$ cat src/rtl/simon_btn_conditioner_if.sv
// Debounced button event bundle from simon_btn_conditioner to simon_fsm.
// The conditioner drives it through the master modport; simon_fsm reads it through the slave modport.
interface simon_btn_conditioner_if;
    logic       btn_valid;
    logic [1:0] btn_val;
    logic       btn_held;

    modport master (
        output btn_valid,
        output btn_val,
        output btn_held
    );

    modport slave (
        input btn_valid,
        input btn_val,
        input btn_held
    );
endinterface

$ cat src/rtl/simon_btn_conditioner.sv
// Synchronises and debounces four raw player buttons, emitting one btn_valid pulse per press.
// Optional feature: define BTN_MULTI_REJECT_EN to refuse multi-button candidates.
module simon_btn_conditioner #(
    parameter int unsigned DEBOUNCE_TICKS = 20,
    parameter int unsigned CNT_W          = 8
) (
    input  logic                            clk_tick,
    input  logic                            reset_n,
    input  logic [3:0]                      btn_raw,
    simon_btn_conditioner_if.master         btn_o
);

    typedef enum logic [1:0] {
        StIdle,
        StArming,
        StPressed,
        StReleasing
    } state_e;

    localparam logic [CNT_W-1:0] CntMax = CNT_W'(DEBOUNCE_TICKS - 1);

    logic [3:0]       s1_q, s1_d;
    logic [3:0]       sync_q, sync_d;
    state_e           state_q, state_d;
    logic [CNT_W-1:0] cnt_q, cnt_d;
    logic [3:0]       cand_q, cand_d;
    logic             valid_q, valid_d;
    logic [1:0]       val_q, val_d;
    logic             held_q, held_d;

    // Lowest set index wins.
    function automatic logic [1:0] enc(input logic [3:0] v);
        logic [1:0] r;
        if (v[0]) begin
            r = 2'd0;
        end else if (v[1]) begin
            r = 2'd1;
        end else if (v[2]) begin
            r = 2'd2;
        end else if (v[3]) begin
            r = 2'd3;
        end else begin
            r = 2'd0;
        end
        return r;
    endfunction

`ifdef BTN_MULTI_REJECT_EN
    logic multi;
    assign multi = (sync_q & (sync_q - 4'd1)) != 4'd0;
`endif

    always_comb begin
        s1_d    = btn_raw;
        sync_d  = s1_q;
        state_d = state_q;
        cnt_d   = cnt_q;
        cand_d  = cand_q;
        valid_d = 1'b0;
        val_d   = val_q;
        held_d  = held_q;

        case (state_q)
            StIdle: begin
                if (sync_q != 4'd0) begin
                    cand_d  = sync_q;
                    cnt_d   = '0;
                    state_d = StArming;
                end
            end
            StArming: begin
                if (sync_q == 4'd0) begin
                    state_d = StIdle;
                end else if (sync_q != cand_q) begin
                    cand_d = sync_q;
                    cnt_d  = '0;
`ifdef BTN_MULTI_REJECT_EN
                end else if (multi) begin
                    // A chord can never mature into a press.
                    cnt_d = '0;
`endif
                end else if (cnt_q == CntMax) begin
                    state_d = StPressed;
                    valid_d = 1'b1;
                    val_d   = enc(cand_q);
                    held_d  = 1'b1;
                end else begin
                    cnt_d = cnt_q + CNT_W'(1);
                end
            end
            StPressed: begin
                if (sync_q == 4'd0) begin
                    cnt_d   = '0;
                    state_d = StReleasing;
                end
            end
            StReleasing: begin
                if (sync_q != 4'd0) begin
                    // Release bounce: fall back to the held state silently.
                    cnt_d   = '0;
                    state_d = StPressed;
                end else if (cnt_q == CntMax) begin
                    state_d = StIdle;
                    held_d  = 1'b0;
                end else begin
                    cnt_d = cnt_q + CNT_W'(1);
                end
            end
            default: begin
                state_d = StIdle;
            end
        endcase
    end

    always_ff @(posedge clk_tick or negedge reset_n) begin
        if (!reset_n) begin
            s1_q    <= '0;
            sync_q  <= '0;
            state_q <= StIdle;
            cnt_q   <= '0;
            cand_q  <= '0;
            valid_q <= 1'b0;
            val_q   <= 2'd0;
            held_q  <= 1'b0;
        end else begin
            s1_q    <= s1_d;
            sync_q  <= sync_d;
            state_q <= state_d;
            cnt_q   <= cnt_d;
            cand_q  <= cand_d;
            valid_q <= valid_d;
            val_q   <= val_d;
            held_q  <= held_d;
        end
    end

    assign btn_o.btn_valid = valid_q;
    assign btn_o.btn_val   = val_q;
    assign btn_o.btn_held  = held_q;

endmodule

$ cat src/flat_wrapper.sv
// flat-port wrapper written by rule: the top's interface ports become plain ports
module simon_btn_conditioner_flat 
#(
    parameter int unsigned DEBOUNCE_TICKS = 20,
    parameter int unsigned CNT_W          = 8
)
  (clk_tick, reset_n, btn_raw, btn_o_btn_valid, btn_o_btn_val, btn_o_btn_held);
  simon_btn_conditioner_if btn_o_i ();
  input  logic clk_tick;
  input  logic reset_n;
  input  logic [3:0] btn_raw;
  output wire logic [$bits(btn_o_i.btn_valid)-1:0] btn_o_btn_valid;
  output wire logic [$bits(btn_o_i.btn_val)-1:0] btn_o_btn_val;
  output wire logic [$bits(btn_o_i.btn_held)-1:0] btn_o_btn_held;
  assign btn_o_btn_valid = btn_o_i.btn_valid;
  assign btn_o_btn_val = btn_o_i.btn_val;
  assign btn_o_btn_held = btn_o_i.btn_held;
  simon_btn_conditioner #(.DEBOUNCE_TICKS(DEBOUNCE_TICKS), .CNT_W(CNT_W)) u_core (.clk_tick(clk_tick), .reset_n(reset_n), .btn_raw(btn_raw), .btn_o(btn_o_i));
endmodule
$ cat config.mk
export PLATFORM = sky130hd
export DESIGN_NAME = simon_btn_conditioner_flat
export DESIGN_NICKNAME = d
export VERILOG_FILES = /design/src/rtl/simon_btn_conditioner_if.sv /design/src/rtl/simon_btn_conditioner.sv /design/src/flat_wrapper.sv
export SDC_FILE = /design/constraint.sdc
export NUM_CORES = 1
export LEC_CHECK = 0
export BUFFER_PORTS_ARGS = -buffer_cell sky130_fd_sc_hd__buf_2
export CAP_MARGIN = 20
export CORE_MARGIN = 5
export CORE_UTILIZATION = 50
export CTS_CLUSTER_SIZE = 20
export DETAILED_ROUTE_END_ITERATION = 12
export PLACE_DENSITY = 0.8
export SLEW_MARGIN = 20
export SYNTH_ARGS = -nofsm -noshare
export SYNTH_HDL_FRONTEND = slang
export SYNTH_SLANG_ARGS = --single-unit
$ cat constraint.sdc
create_clock -name clk_tick -period 1.8 [get_ports clk_tick]
set_clock_uncertainty 0.1 [all_clocks]
set_input_delay 0.09 -clock clk_tick [delete_from_list [all_inputs] [get_ports clk_tick]]
set_output_delay 0.09 -clock clk_tick [all_outputs]
set_load 0.02 [all_outputs]
==> results of run 1 <==
-- routing by layer --
| metal | part of all wire (%) | global-route usage (%) | up-vias |
|---|---|---|---|
| li1 | - | - | 487 |
| met1 | 41 | 22.3 | 510 |
| met2 | 52 | 32.8 | 32 |
| met3 | 4.2 | 3.05 | 8 |
| met4 | 2.1 | 7.44 | 0 |
| met5 | 0 | 0 | - |
-- state kept, by name, summed over array words and instances, names as in the netlist, named ones only --
register                count
u_core.btn_o.btn_val        2
u_core.cand_q               4
u_core.state_q              1
u_core.cnt_q                8
u_core.s1_q                 4
u_core.btn_o.btn_valid      1
u_core.btn_o.btn_held       1
u_core.sync_q               4
-- repair_timing --
| item | CTS | global route |
|---|---|---|
| cloned | 0 | 0 |
| setup buffers | 2 | 2 |
| gates resized for setup | 11 | 11 |
| endpoints found under the setup margin | 10 | 15 |
| pin swaps | 11 | 8 |
| hold buffers | 5 | 0 |
| endpoints found under the hold margin | 30 | 0 |
-- kinds of logic after synthesis --
| logic type | synth area share, % |
|---|---|
| adder cells (fa/ha/maj) | 1.04 |
| XOR/XNOR | 5.08 |
| multiplexers | 6.01 |
| AO/OA/AOI/OAI | 14.1 |
| flip-flops | 53.9 |
| AND/OR/NAND/NOR | 17.4 |
| buffers and inverters | 2.49 |
-- through the flow --
step / hold WS [ps] / power [mW] / std cells / utilization [%]
after floorplan: -306 / 0.697 / 109 / -
after global placement: 6.28 / 0.747 / 166 / 64.9
after detailed placement: 20.3 / 0.755 / 166 / 64.9
after CTS: 190 / 1.06 / 177 / 72.3
after global routing: 243 / 1.13 / 179 / 75.2
final: 185 / 1.08 / 179 / 75.2
-- cell type report --
type	instances	area, µm²
timing repair buffer	40	298
tap	28	35.0
clock buffer	4	36.3
multi-input combinational	78	663
sequential	26	652
fill	142	559
inverter	3	11.3
-- synthesized netlist by cell type, types with 2 or more instances --
cell type / number
nand2_1: 3
nor2_1: 14
nand4_1: 4
nand3_1: 4
xnor2_1: 5
mux2_1: 2
nor4_2: 2
o21ai_0: 10
xor2_1: 2
nand2b_1: 2
a21oi_1: 4
a21o_2: 2
o22ai_1: 2
inv_1: 3
a22o_1: 2
dfrtp_1: 26
nor3_1: 3
-- worst paths after layout --
kind	startpoint	end	slack, ps
max	u_core.sync_q[3]$_DFF_PN0_	u_core.cnt_q[1]$_DFFE_PN0P_	-110
min	reset_n	u_core.cand_q[2]$_DFFE_PN0P_	190
max reg2reg	u_core.sync_q[3]$_DFF_PN0_	u_core.cnt_q[1]$_DFFE_PN0P_	-110
min reg2reg	u_core.s1_q[1]$_DFF_PN0_	u_core.sync_q[1]$_DFF_PN0_	270
max in group asynchronous	reset_n	u_core.sync_q[0]$_DFF_PN0_	1010
min in group clk_tick	u_core.s1_q[1]$_DFF_PN0_	u_core.sync_q[1]$_DFF_PN0_	270
-- power by group --
group | switching (mW) | internal, mW | total (mW)
Clock | 0.172 | 0.124 | 0.295
Sequential | 0.0222 | 0.605 | 0.627
Combinational | 0.0741 | 0.0808 | 0.155
==> results_dict.tcl, run 1 <==
set metrics [dict create \
    boundaryPins 10 \
    drc 0 \
    slew_viol_final 0 \
    die_y_um 59.1 \
    wl_mm 2.96 \
    gp_congestion 0.882 \
    drt_pre_antenna_iters 4 \
    vias_per_cell 5.79 \
    nets 159 \
    critical_path_buf_inv_count 0 \
    fin_crit_ps 1910 \
    required_ps 1920 \
    cts_tree "built" \
    hold_viol 0 \
    rows 17 \
    crit_path_end_kind "flip-flop" \
    area_delta_synth_final_pct 40.4 \
    synth_warnings 0 \
    fin_setup_tns_ps -609 \
    design_area_um2 1700 \
    synth_cell_types 36 \
    relSlewSlack_pct 61.4 \
    dp_slack_ps -79.5 \
    initial_core_util_pct 53.6 \
    synth_cells 109 \
    grt_pass1_vias 1079 \
    drive_gt1_share_pct 45.7 \
    mostFrequentLayoutCells "dfrtp_1 (25), buf_4 (24), nor2_1 (14)" \
    violations "negative setup slack" \
    placedInstanceArea_um2 1460 \
    synth_edf_count 0 \
    cp_cell_sequence "or4_4, mux2i_2, a21oi_2, mux2i_1, nor2_1" \
    outcome "complete, but fails checks" \
    path_delay_family "simple AND/OR/NAND/NOR gates" \
    cp_num_cells 5 \
    drv_cap 0 \
    post-route-period-util_pct 106 \
    grt_max_degree 27 \
    fmax_mhz 524 \
    arrival_ps 2030 \
    critPathSlowestCell "or4_4" \
    design.die.area_um2 3500 \
    vias 1037 \
    seq_area_frac_synth_pct 53.9 \
    crit_path_start_kind "flip-flop" \
    cp_slowest_stage_delay_ps 590 \
    cellPowerDensity_nw_per_um2 636 \
    grt_pass1_wl_mm 4.84 \
    leakage_nw 0.758 \
    tightestPinTransition_ps 579 \
    async_flop_share_pct 100 \
    syn_avg_cell_area_um2 11.1 \
    rsz0062_at_grt "yes" \
    clk_path_buf_depth 2 \
    path_class "reg -> reg" \
    num_antenna_cells 0 \
    rr_worst_depth 5 \
    hold_class "in -> async" \
    antenna_found_initial 0 \
    synth_area_leaders "dfrtp_1 (54%), nor2_1 (4.4%), o21ai_0 (4.1%)" \
    synth.largest_area_cell "dfrtp_1" \
    netlist_area_um2 1210 \
    setup_viol 10 \
    ctsHtreeMaxLevel 1 \
    max-vdd-ir-drop_v 0.000522 \
    port_buffers 9 \
    ys.flop_type "dfrtp_1" \
    syn_nets 116 \
    drt-wirelength-per-cell_um 16.5 \
    overflow 0 \
    worst_slack_ps -107 \
    clock_sinks 26 \
    root_buffer "clkbuf_4" \
    core_area_um2 2250 \
    clk_pin_slew_worst_paths_ps 140 \
    ant_nets 0 \
    die_w_um 59.1 \
    final_common_cell "dfrtp_1" \
    netlist.area_leader.share_pct 53.9 \
    crit_path_max_fanout 4 \
    worstSkewPairLatency_ps 320 \
    dp_hpwl_mm 1.96 \
    grt_usage_pct 18.6 \
    drt_iter0_markers 56 \
    ys_ff_latch 26 \
    cts_buffers 3 \
]
Note: power is estimated with default switching activity, not from simulation.
==> run 2: changes to the inputs <==
--- a/config.mk
+++ b/config.mk
@@ -8,10 +8,12 @@
 export BUFFER_PORTS_ARGS = -buffer_cell sky130_fd_sc_hd__buf_2
 export CAP_MARGIN = 20
 export CORE_MARGIN = 5
-export CORE_UTILIZATION = 50
+export CORE_UTILIZATION = 51
 export CTS_CLUSTER_SIZE = 20
 export DETAILED_ROUTE_END_ITERATION = 12
-export PLACE_DENSITY = 0.8
+export GPL_TIMING_DRIVEN = 0
+export PLACE_DENSITY = 0.81
+export SETUP_SLACK_MARGIN = 0.05
 export SLEW_MARGIN = 20
 export SYNTH_ARGS = -nofsm -noshare
 export SYNTH_HDL_FRONTEND = slang
==> results_dict.tcl, run 2 (synthesis results as in run 1) <==
set metrics [dict create \
    critical_path_buf_inv_count 0 \
    p_sw_uw 255 \
    vias 969 \
    port_buffers 9 \
    ant_nets 0 \
    rsz0062_at_grt "yes" \
    dp_slack_ps -212 \
    die_w_um 58.7 \
    rr_worst_depth 5 \
    comb_power_share_pct 10.4 \
    place_inst 146 \
    critPathSlowestCell "dfrtp_2" \
    wl_mm 2.45 \
    crit_path_end_kind "flip-flop" \
    drv_cap 0 \
    die_y_um 58.7 \
    cp_slowest_stage_delay_ps 470 \
    placedInstanceArea_um2 1330 \
    cp_cell_sequence "xnor2_1, nand4_1, nand2b_4, a21o_2, o41ai_1" \
    cts_tree "built" \
    post-route-period-util_pct 109 \
    cts_buffers 3 \
    regMostFlops "u_core.cnt_q" \
    p_int_uw 891 \
    core_area_um2 2230 \
    path_delay_family "compound AO/OA/AOI/OAI gates" \
    violations "negative setup slack" \
    pwr-share-clk_pct 34.5 \
    p_seq_share_pct 55.2 \
    grt_max_degree 27 \
    cp_num_cells 5 \
    outcome "complete, but fails checks" \
    mostFrequentLayoutCells "dfrtp_1 (22), nor2_1 (13), buf_2 (9)" \
    worstSkewPairLatency_ps 320 \
    grt_pass1_wl_mm 4.25 \
    fmax_mhz 509 \
    vias_per_cell 6.02 \
    num_antenna_cells 0 \
    nets 141 \
    overflow 0 \
    relSlewSlack_pct 61.9 \
    initial_core_util_pct 54.1 \
    clock_sinks 26 \
    fin_crit_ps 1960 \
    setup_viol 11 \
    largest_register_ffs 8 \
    crit_end "u_core.cnt_q[7]$_DFFE_PN0P_" \
    dp_hpwl_mm 1.57 \
    worst_slack_ps -163 \
    timing.rr.start "u_core.sync_q[1]$_DFF_PN0_" \
    drt_pre_antenna_iters 4 \
    final_common_cell "dfrtp_1" \
    critPathLaunch "u_core.sync_q[1]$_DFF_PN0_" \
    slew_viol_final 0 \
    crit_path_start_kind "flip-flop" \
    clk_pin_slew_worst_paths_ps 140 \
    boundaryPins 10 \
    ctsHtreeMaxLevel 1 \
    design_area_um2 1560 \
    hold_class "in -> async" \
    design.die.area_um2 3440 \
    leakage_nw 0.667 \
    crit_path_max_fanout 5 \
    area_delta_synth_final_pct 29.1 \
    final_cells 161 \
    grt_pass1_vias 971 \
    drt_iter0_markers 21 \
    r2r-end "u_core.cnt_q[7]$_DFFE_PN0P_" \
    grt_usage_pct 16.0 \
    drt-wirelength-per-cell_um 15.2 \
    hold_viol 0 \
    rows 17 \
    cellPowerDensity_nw_per_um2 735 \
    antenna_found_initial 0 \
    root_buffer "clkbuf_4" \
    path_class "reg -> reg" \
    p_sw_share_pct 22.3 \
    required_ps 1920 \
    gp_congestion 0.888 \
    arrival_ps 2090 \
    max-vdd-ir-drop_v 0.000576 \
    drc 0 \
    clk_path_buf_depth 2 \
    power.total_mw 1.15 \
    tightestPinTransition_ps 571 \
    drive_gt1_share_pct 39.8 \
    ff2ff_setup_slack_ps -160 \
]
run 2: cell count changes in the layout (fill, tap and decap cells not counted), moves of 2 or more:
cell     delta
dfrtp_2     +3
mux2_4      -2
o21ai_0     -2
dfrtp_1     -3
o21ai_2     +4
buf_4      -17
mux2_1      +2
run 2: metal layers:
layer | part of all wire (%) | global-route usage [%]
met1 | 43 | 21.5
met2 | 50 | 26.3
met3 | 6.9 | 1.97
met4 | 0.49 | 6.47
met5 | 0 | 0
run 2: cell type report:
cell class,count,area (µm²)
Fill cell,150,674
Sequential cell,26,656
Multi-Input combinational cell,78,646
Timing Repair Buffer,20,140
Tap cell,28,35.0
Clock inverter,1,30.0
Clock buffer,3,22.5
Buffer,2,18.8
Inverter,3,11.3
run 2: repair_timing:
action,4_1_cts,5_1_grt
hold endpoints to repair,30,0
endpoints found under the setup margin,14,15
hold buffers,5,0
resized for setup,5,17
buffers inserted,6,0
pin swaps,3,4
run 2: power groups by stage:
stage | Clock [mW] | Sequential (mW) | Combinational, mW
after floorplan | 0 | 0.635 | 0.0625
after global placement | 0 | 0.638 | 0.0870
after detailed placement | 0 | 0.640 | 0.0905
after CTS | 0.411 | 0.630 | 0.110
after global routing | 0.436 | 0.635 | 0.133
final | 0.395 | 0.632 | 0.119
run 2: through the flow:
stage	hold slack [ps]	util (%)	TNS [ps]
global placement	8.30	59.3	-1080
detailed placement	23.1	59.3	-1510
finish	180	69.8	-1370
CTS	188	66.8	-1230
floorplan	-306	-	-222
global route	249	69.8	-2180
run 2: how the worst min path moves through the flow:
stage                     startpoint                     endpoint  slack [ps]
after detailed placement     reset_n  u_core.cnt_q[1]$_DFFE_PN0P_          20
after floorplan              reset_n                    async pin        -310
final                        reset_n  u_core.cnt_q[1]$_DFFE_PN0P_         180
after global placement       reset_n  u_core.cnt_q[2]$_DFFE_PN0P_           8
after CTS                    reset_n  u_core.cnt_q[1]$_DFFE_PN0P_         190
after global routing         reset_n   u_core.sync_q[3]$_DFF_PN0_         250
==> run 3: changes to the inputs <==
--- a/config.mk
+++ b/config.mk
@@ -11,7 +11,6 @@
 export CORE_UTILIZATION = 51
 export CTS_CLUSTER_SIZE = 20
 export DETAILED_ROUTE_END_ITERATION = 12
-export GPL_TIMING_DRIVEN = 0
 export PLACE_DENSITY = 0.81
 export SETUP_SLACK_MARGIN = 0.05
 export SLEW_MARGIN = 20
==> results_dict.tcl, run 3 (synthesis results as in run 1) <==
set metrics [dict create \
    drive_gt1_share_pct 46.8 \
    grt_pass1_wl_mm 4.83 \
    design_area_um2 1690 \
    wl_mm 2.92 \
    placedInstanceArea_um2 1490 \
    drv_cap 0 \
    vias 1048 \
    hold_class "in -> async" \
    slew_viol_final 0 \
    port_buffers 9 \
    die_y_um 58.7 \
    mostFrequentLayoutCells "buf_4 (28), dfrtp_1 (25), nor2_1 (10)" \
    vias_per_cell 5.76 \
    drt_pre_antenna_iters 4 \
    crit_path_max_fanout 4 \
    dp_hpwl_mm 1.95 \
    worstSkewPairLatency_ps 320 \
    crit_path_start_kind "flip-flop" \
    hold_viol 0 \
    design.die.area_um2 3440 \
    largest_register_ffs 8 \
    clk_pin_slew_worst_paths_ps 140 \
    final_common_cell "buf_4" \
    drt_iter0_markers 49 \
    num_antenna_cells 0 \
    antenna_found_initial 0 \
    clk_path_buf_depth 2 \
    max-vdd-ir-drop_v 0.000434 \
    root_buffer "clkbuf_4" \
    grt_pass1_vias 1071 \
    path_class "reg -> reg" \
    fin_crit_ps 1910 \
    setup_viol 10 \
    arrival_ps 2030 \
    fin_setup_tns_ps -663 \
    fmax_mhz 524 \
    grt_max_degree 27 \
    core_area_um2 2230 \
    grt_usage_pct 18.5 \
    initial_core_util_pct 54.1 \
    rows 17 \
    regMostFlops "u_core.cnt_q" \
    clock_sinks 26 \
    boundaryPins 10 \
    die_w_um 58.7 \
    violations "negative setup slack" \
    gp_congestion 0.897 \
    worst_slack_ps -108 \
    drt-wirelength-per-cell_um 16.1 \
    cts_tree "built" \
    relSlewSlack_pct 61.2 \
    area_delta_synth_final_pct 40.3 \
    timing.hold.ws_ps 181 \
    rsz0062_at_grt "yes" \
    nets 162 \
    leakage_nw 0.764 \
    required_ps 1920 \
    ctsHtreeMaxLevel 1 \
    post-route-period-util_pct 106 \
    cts_buffers 3 \
    tightestPinTransition_ps 581 \
    cellPowerDensity_nw_per_um2 642 \
    power.total_mw 1.09 \
    crit_path_end_kind "flip-flop" \
    ant_nets 0 \
    outcome "complete, but fails checks" \
    overflow 0 \
    drc 0 \
]
## run 3: cell count changes in the layout (fill, tap and decap cells not counted), moves of 3 or more
| cell | before | now |
|---|---|---|
| buf_4 | 7 | 28 |
| dfrtp_1 | 22 | 25 |
| nor2_1 | 13 | 10 |
| dfrtp_2 | 4 | 1 |
## run 3: final timing paths
kind                       slack [ps]                  startpoint                          end  cells past startpoint
setup / recovery                 -110  u_core.sync_q[2]$_DFF_PN0_  u_core.cnt_q[3]$_DFFE_PN0P_                      5
hold / removal                    180                     reset_n  u_core.cnt_q[5]$_DFFE_PN0P_                      2
setup reg to reg                 -110  u_core.sync_q[2]$_DFF_PN0_  u_core.cnt_q[3]$_DFFE_PN0P_                      5
hold reg to reg                   260    u_core.s1_q[1]$_DFF_PN0_   u_core.sync_q[1]$_DFF_PN0_                      0
max in group asynchronous        1000                     reset_n   u_core.sync_q[0]$_DFF_PN0_                      2
min in group clk_tick             260    u_core.s1_q[1]$_DFF_PN0_   u_core.sync_q[1]$_DFF_PN0_                      0
## run 3: per-stage QoR
| stage | std cells | util (%) | worst slack, ps |
|---|---|---|---|
| floorplan | 109 | - | -64.8 |
| global placement | 168 | 66.6 | -43.5 |
| detailed placement | 168 | 66.6 | -92.4 |
| CTS | 181 | 73.1 | -98.3 |
| global route | 182 | 75.9 | -140 |
| finish | 182 | 75.9 | -108 |
## run 3: report_power, final
group	internal [mW]	leakage (nW)	total [mW]	switching, mW
Clock	0.124	0.0210	0.297	0.173
Sequential	0.605	0.329	0.623	0.0175
Combinational	0.0886	0.414	0.168	0.0790
Total	0.818	0.764	1.09	0.269
## run 3: critical path: stages, from the launching register on
cell and delay [ps]:
dfrtp_1 450, or4_4 590, mux2_4 370, o21ai_2 100, nor2_4 60, o32ai_1 150
## run 3: per-layer routing
layer | vias to the layer above | GRT usage, % | part of all wire (%)
li1 | 484 | - | -
met1 | 539 | 23.6 | 44
met2 | 21 | 30.0 | 52
met3 | 4 | 3.95 | 2.9
met4 | 0 | 8.41 | 1.0
met5 | - | 0 | 0
## run 3: layout make-up
type	count	area (µm²)
Fill cell	131	539
Tap cell	28	35.0
Inverter	3	11.3
Timing Repair Buffer	43	317
Clock buffer	4	36.3
Sequential cell	26	652
Multi-Input combinational cell	78	643
## run 3: what timing repair did
item,4_1_cts,5_1_grt
gates resized for setup,7,14
hold buffers,5,0
setup endpoints to repair,13,16
pin swaps,8,6
cloned,0,0
buffers inserted,4,1
hold endpoints to repair,30,0
